`src/rtl/rsa256_stream_host.sv`:
```
// Byte-stream host for a 256-bit RSA core: loads n, d and a MSB-first, starts the core,
// then streams the low TX_BYTES bytes of the result MSB-first.
module rsa256_stream_host #(
    parameter int TX_BYTES = 31
) (
    input  logic         i_clk,
    input  logic         i_rst_n,
    input  logic [7:0]   i_rx_data,
    input  logic         i_rx_valid,
    output logic         o_rx_ready,
    output logic [7:0]   o_tx_data,
    output logic         o_tx_valid,
    input  logic         i_tx_ready,
    output logic [255:0] o_core_n,
    output logic [255:0] o_core_d,
    output logic [255:0] o_core_a,
    output logic         o_core_start,
    input  logic [255:0] i_core_result,
    input  logic         i_core_finished,
    output logic         o_busy
);

    localparam logic [2:0] S_GET_N = 3'd0;
    localparam logic [2:0] S_GET_D = 3'd1;
    localparam logic [2:0] S_GET_A = 3'd2;
    localparam logic [2:0] S_START = 3'd3;
    localparam logic [2:0] S_WAIT  = 3'd4;
    localparam logic [2:0] S_SEND  = 3'd5;

    localparam logic [4:0] TX_LAST = 5'(TX_BYTES - 1);

    logic [2:0]   state_q, state_d;
    logic [4:0]   rx_cnt_q, rx_cnt_d;
    logic [4:0]   tx_cnt_q, tx_cnt_d;
    logic [255:0] n_q, n_d;
    logic [255:0] d_q, d_d;
    logic [255:0] a_q, a_d;
    logic [255:0] tx_q, tx_d;
    logic         rx_fire;
    logic         tx_fire;

    // Ready is masked by reset so the block advertises nothing while held in reset.
    assign o_rx_ready   = i_rst_n & ((state_q == S_GET_N) | (state_q == S_GET_D) |
                                     (state_q == S_GET_A));
    assign o_tx_valid   = (state_q == S_SEND);
    assign o_core_start = (state_q == S_START);
    assign o_busy       = (state_q == S_START) | (state_q == S_WAIT);
    assign o_tx_data    = tx_q[8*TX_BYTES-1 -: 8];
    assign o_core_n     = n_q;
    assign o_core_d     = d_q;
    assign o_core_a     = a_q;

    assign rx_fire = o_rx_ready & i_rx_valid;
    assign tx_fire = o_tx_valid & i_tx_ready;

    always_comb begin
        state_d  = state_q;
        rx_cnt_d = rx_cnt_q;
        tx_cnt_d = tx_cnt_q;
        n_d      = n_q;
        d_d      = d_q;
        a_d      = a_q;
        tx_d     = tx_q;
        case (state_q)
            S_GET_N: begin
                if (rx_fire) begin
                    n_d      = {n_q[247:0], i_rx_data};
                    rx_cnt_d = rx_cnt_q + 5'd1;
                    if (rx_cnt_q == 5'd31) state_d = S_GET_D;
                end
            end
            S_GET_D: begin
                if (rx_fire) begin
                    d_d      = {d_q[247:0], i_rx_data};
                    rx_cnt_d = rx_cnt_q + 5'd1;
                    if (rx_cnt_q == 5'd31) state_d = S_GET_A;
                end
            end
            S_GET_A: begin
                if (rx_fire) begin
                    a_d      = {a_q[247:0], i_rx_data};
                    rx_cnt_d = rx_cnt_q + 5'd1;
                    if (rx_cnt_q == 5'd31) state_d = S_START;
                end
            end
            S_START: begin
                state_d = S_WAIT;
            end
            S_WAIT: begin
                if (i_core_finished) begin
                    tx_d    = i_core_result;
                    state_d = S_SEND;
                end
            end
            S_SEND: begin
                // Key registers stay loaded, so the next block only needs a new ciphertext.
                if (tx_fire) begin
                    tx_d     = {tx_q[247:0], 8'h00};
                    tx_cnt_d = tx_cnt_q + 5'd1;
                    if (tx_cnt_q == TX_LAST) begin
                        tx_cnt_d = 5'd0;
                        state_d  = S_GET_A;
                    end
                end
            end
            default: begin
                state_d = S_GET_N;
            end
        endcase
    end

    always_ff @(posedge i_clk or negedge i_rst_n) begin
        if (!i_rst_n) begin
            state_q  <= S_GET_N;
            rx_cnt_q <= 5'd0;
            tx_cnt_q <= 5'd0;
            n_q      <= '0;
            d_q      <= '0;
            a_q      <= '0;
            tx_q     <= '0;
        end else begin
            state_q  <= state_d;
            rx_cnt_q <= rx_cnt_d;
            tx_cnt_q <= tx_cnt_d;
            n_q      <= n_d;
            d_q      <= d_d;
            a_q      <= a_d;
            tx_q     <= tx_d;
        end
    end

endmodule

```
`config.mk`:
```
export PLATFORM = sky130hd
export DESIGN_NAME = rsa256_stream_host
export DESIGN_NICKNAME = d
export VERILOG_FILES = /design/src/rtl/rsa256_stream_host.sv
export SDC_FILE = /design/constraint.sdc
export NUM_CORES = 1
export LEC_CHECK = 0
export BUFFER_PORTS_ARGS = -buffer_cell sky130_fd_sc_hd__buf_2
export CORE_AREA = 2 2 410 412
export CTS_BUF_LIST = sky130_fd_sc_hd__clkbuf_4 sky130_fd_sc_hd__clkbuf_8 sky130_fd_sc_hd__clkbuf_16
export DETAILED_ROUTE_END_ITERATION = 6
export DIE_AREA = 0 0 412 414
export PLACE_DENSITY = 0.4
export SYNTH_ARGS = -nofsm -noshare
export SYNTH_HDL_FRONTEND = slang
export SYNTH_SLANG_ARGS = --single-unit
export TNS_END_PERCENT = 50
```
`constraint.sdc`:
```
create_clock -name i_clk -period 1.95 [get_ports i_clk]
set_input_delay 0.39 -clock i_clk [delete_from_list [all_inputs] [get_ports i_clk]]
set_output_delay 0.39 -clock i_clk [all_outputs]
set_load 0.005 [all_outputs]
```
==> summary.md <==
| Metric | Value |
|---|---|
| Post-synth EDFFs | 0 |
| DRC violations left | 0 |
| Slew HR | 39.5% |
| CORE AREA | 166000 sq um |
| Worst min path class | in -> reg |
| Fin nets | 4262 |
| Drt total wl | 154000 um |
| Worst hold margin | 75.3 ps |
| Worst-Skew Late Latency | 760 ps |
| Clock power share | 35.1% |
| Most frequent cells in the layout | buf_2 (1035), dfrtp_1 (1024), mux2_2 (790), mux2_4 (458), dlygate4sd3_1 (242) |
| Final Hold Viols | 0 |
| First-pass GRT wire length | 209000 um |
| Crit path kind | reg -> out |
| Avg Cell Area, Syn | 16.5 sq um |
| Max-cap viol count | 0 |
| Gr usage total | 16.7% |
| Pint | 0.0517 W |
| Cell area after synthesis | 41200 sq um |
| Antenna Nets Post-Route | 0 |
| Setup violators final | 743 |
| Net Switching | 0.0193 W |
| Failing checks | setup timing |
| Seq pwr share | 37.2% |
| Status | finished with violations |
| Final number of max-transition violations | 0 |
| Num Clock Sinks | 1029 |
| Yosys warnings | 0 |
| WL/cell | 24.4 um |
| Die ar. | 171000 sq um |
| H-tree Lvls | 4 |
| Pre-CTS setup slack | -64.9 ps |
| Arr. time, crit path | 1780 ps |
| Dpl hpwl | 106000 um |
| Crit path capture type | output port |
| Proportion of layout cells with a drive suffix above 1 | 67.6% |
| Min cycle time layout | 2170 ps |
| Cells after synthesis | 2499 |
| FF+latch count, synth | 1029 |
| Commonest non-fill, non-tap cell in the layout | buf_2 |
| Switching portion of total power | 27.2% |
| Crit path launch type | register |
| Power Density | 1160 nW/um^2 |
| Remaining global-route overflow | 0 |
| Clk pin slew, worst setup/hold paths | 50 ps |
| Post-Syn Nets | 2772 |
| Area grow syn2layout | 48.2% |
| Max Clk Rate | 0.461 GHz |
| Num rows | 150 |
| Ys flop type | dfrtp_1 |
| Finished Core Util | 36.7% |
| Unrepaired setup endpoints after global routing | true |
| Post-synthesis sequential area ratio | 62.5% |
| Sequential cell area | 25800 sq um |
| Final clock skew | 34.6 ps |
| 1st-iter DRT viols | 1177 |
| GP Congestion | 0.801 |
| Starting Density | 24.8% |
| Critical Path Fanout Max | 4 |
| Via-to-Cell Ratio | 4.25 |
| # IOs | 1049 |
| Tcrit/Tclk final | 111% |
| Max clock buf depth | 3 |
| Port bufs | 1040 |
| Clk Tree Root Cell | clkbuf_16 |
| Antenna violations before repair | 25 |
| Die Y-Extent | 414 um |
| CTS tree | done |
| Max IR drop VDD | 0.000811 V |
| Worst path required time | 1560 ps |
| Final worst slack | -218 ps |
| Vias in the first global route | 28000 |
| Pre-antenna DRT Iters | 6 |
| FFs w/ async S/R, synth | 100% |
| Die W | 412 um |
| Worst slew pin tran | 908 ps |
| Gate power share | 27.7% |
| Total power | 0.0710 W |
| Post-synthesis cell type count | 33 |
| TritonCTS buffer count | 131 |
| Total number of vias | 26800 |
| Pin count of the biggest net entering global routing | 146 |
| Area of the multi-input gates | 16300 sq um |
| P_leak | 31.9 nW |
| Fillers | 16300 |
-- path summary, 6_finish.rpt --
check                                   startpoint                        end  slack (ps)  cells past startpoint
max                         state_q[0]$_DFFE_PN0P_                 o_rx_ready        -220                      4
min                                i_core_finished     state_q[0]$_DFFE_PN0P_          80                      3
max reg2reg                 state_q[0]$_DFFE_PN0P_  o_core_n[176]$_DFFE_PN0P_        -200                      9
min reg2reg                rx_cnt_q[3]$_DFFE_PN0P_    rx_cnt_q[3]$_DFFE_PN0P_         480                      1
max in group asynchronous                  i_rst_n  o_core_n[196]$_DFFE_PN0P_         570                      4
min in group asynchronous                  i_rst_n    tx_cnt_q[1]$_DFFE_PN0P_         510                      4
-- metal layers --
metal | share of wire (%) | global-route usage, % | vias up
met5 | 0.025 | 0 | -
met4 | 2.1 | 3.97 | 6
met3 | 6.8 | 5.02 | 195
met2 | 49 | 28.3 | 699
met1 | 42 | 20.7 | 13900
li1 | - | - | 12000
-- what timing repair did --
item / 4_1_cts / 5_1_grt
endpoints found under the setup margin: 280 / 925
resized for setup: 352 / 247
cloned: 21 / 51
endpoints found under the hold margin: 359 / 0
buffers inserted: 28 / 30
pin swaps: 2 / 3
hold buffers: 244 / 0
-- sequential cells by signal (all words and copies together), names as in the netlist --
name / flops
o_core_a: 256
o_core_d: 256
o_core_n: 256
tx_q: 248
rx_cnt_q: 5
tx_cnt_q: 5
state_q: 3
-- cell type report --
cell class	instances	share of cell area [%]
Multi-Input combinational cell	1316	26.7
Sequential cell	1029	42.2
Timing Repair Buffer	1506	19.2
Antenna cell	13	0.0533
Tap cell	2204	4.51
Clock inverter	35	0.827
Clock buffer	195	6.51
Inverter	5	0.0348
-- critical path: stages (launching register included) --
cell and delay (ps):
dfrtp_4 500, buf_8 130, a21oi_2 130, and2_1 140, buf_4 140
-- cells in the mapped netlist (2+ instances only) --
cell type	number	share of area [%]
a21oi_1	3	0.036
a22o_1	8	0.17
and3_1	3	0.046
buf_1	14	0.13
buf_2	48	0.58
buf_4	76	1.4
clkbuf_1	11	0.10
dfrtp_1	1029	62
ha_1	4	0.12
inv_1	5	0.046
mux2_1	20	0.55
mux2_2	1230	34
mux2i_1	2	0.049
nand2_1	9	0.082
nand2b_1	2	0.030
nand3_1	2	0.024
nand4_1	4	0.061
nor2_1	5	0.046
o21ai_0	6	0.073
o31ai_1	3	0.055
xnor2_1	3	0.064
-- kinds of logic after synthesis --
family                     count (synthesis)  synth area share (%)
buffers and inverters                    154                  2.24
AOI/OAI and AO/OA                         24                 0.407
xor gates and xnor gates                   3                0.0638
DFF                                     1029                  62.5
muxes                                   1252                  34.2
adders and majority gates                  4                 0.121
and+or+nand+nor                           33                 0.480
-- metrics by stage --
stage	area, sq um	setup TNS, ps	instances
floorplan	41200	0	2499
global placement	49600	-9260	5694
detailed placement	49600	-9910	5694
CTS	58800	-46590	6217
global route	61100	-122760	6295
finish	61100	-71250	6303
-- power groups by stage --
stage / Sequential, W / Combinational [W] / Clock (W)
after floorplan: 0.0259 / 0.00967 / 0
after global placement: 0.0266 / 0.0141 / 0
after detailed placement: 0.0267 / 0.0141 / 0
after CTS: 0.0264 / 0.0164 / 0.0259
after global routing: 0.0268 / 0.0211 / 0.0267
final: 0.0264 / 0.0197 / 0.0250
Note: power is estimated with default switching activity, not from simulation.
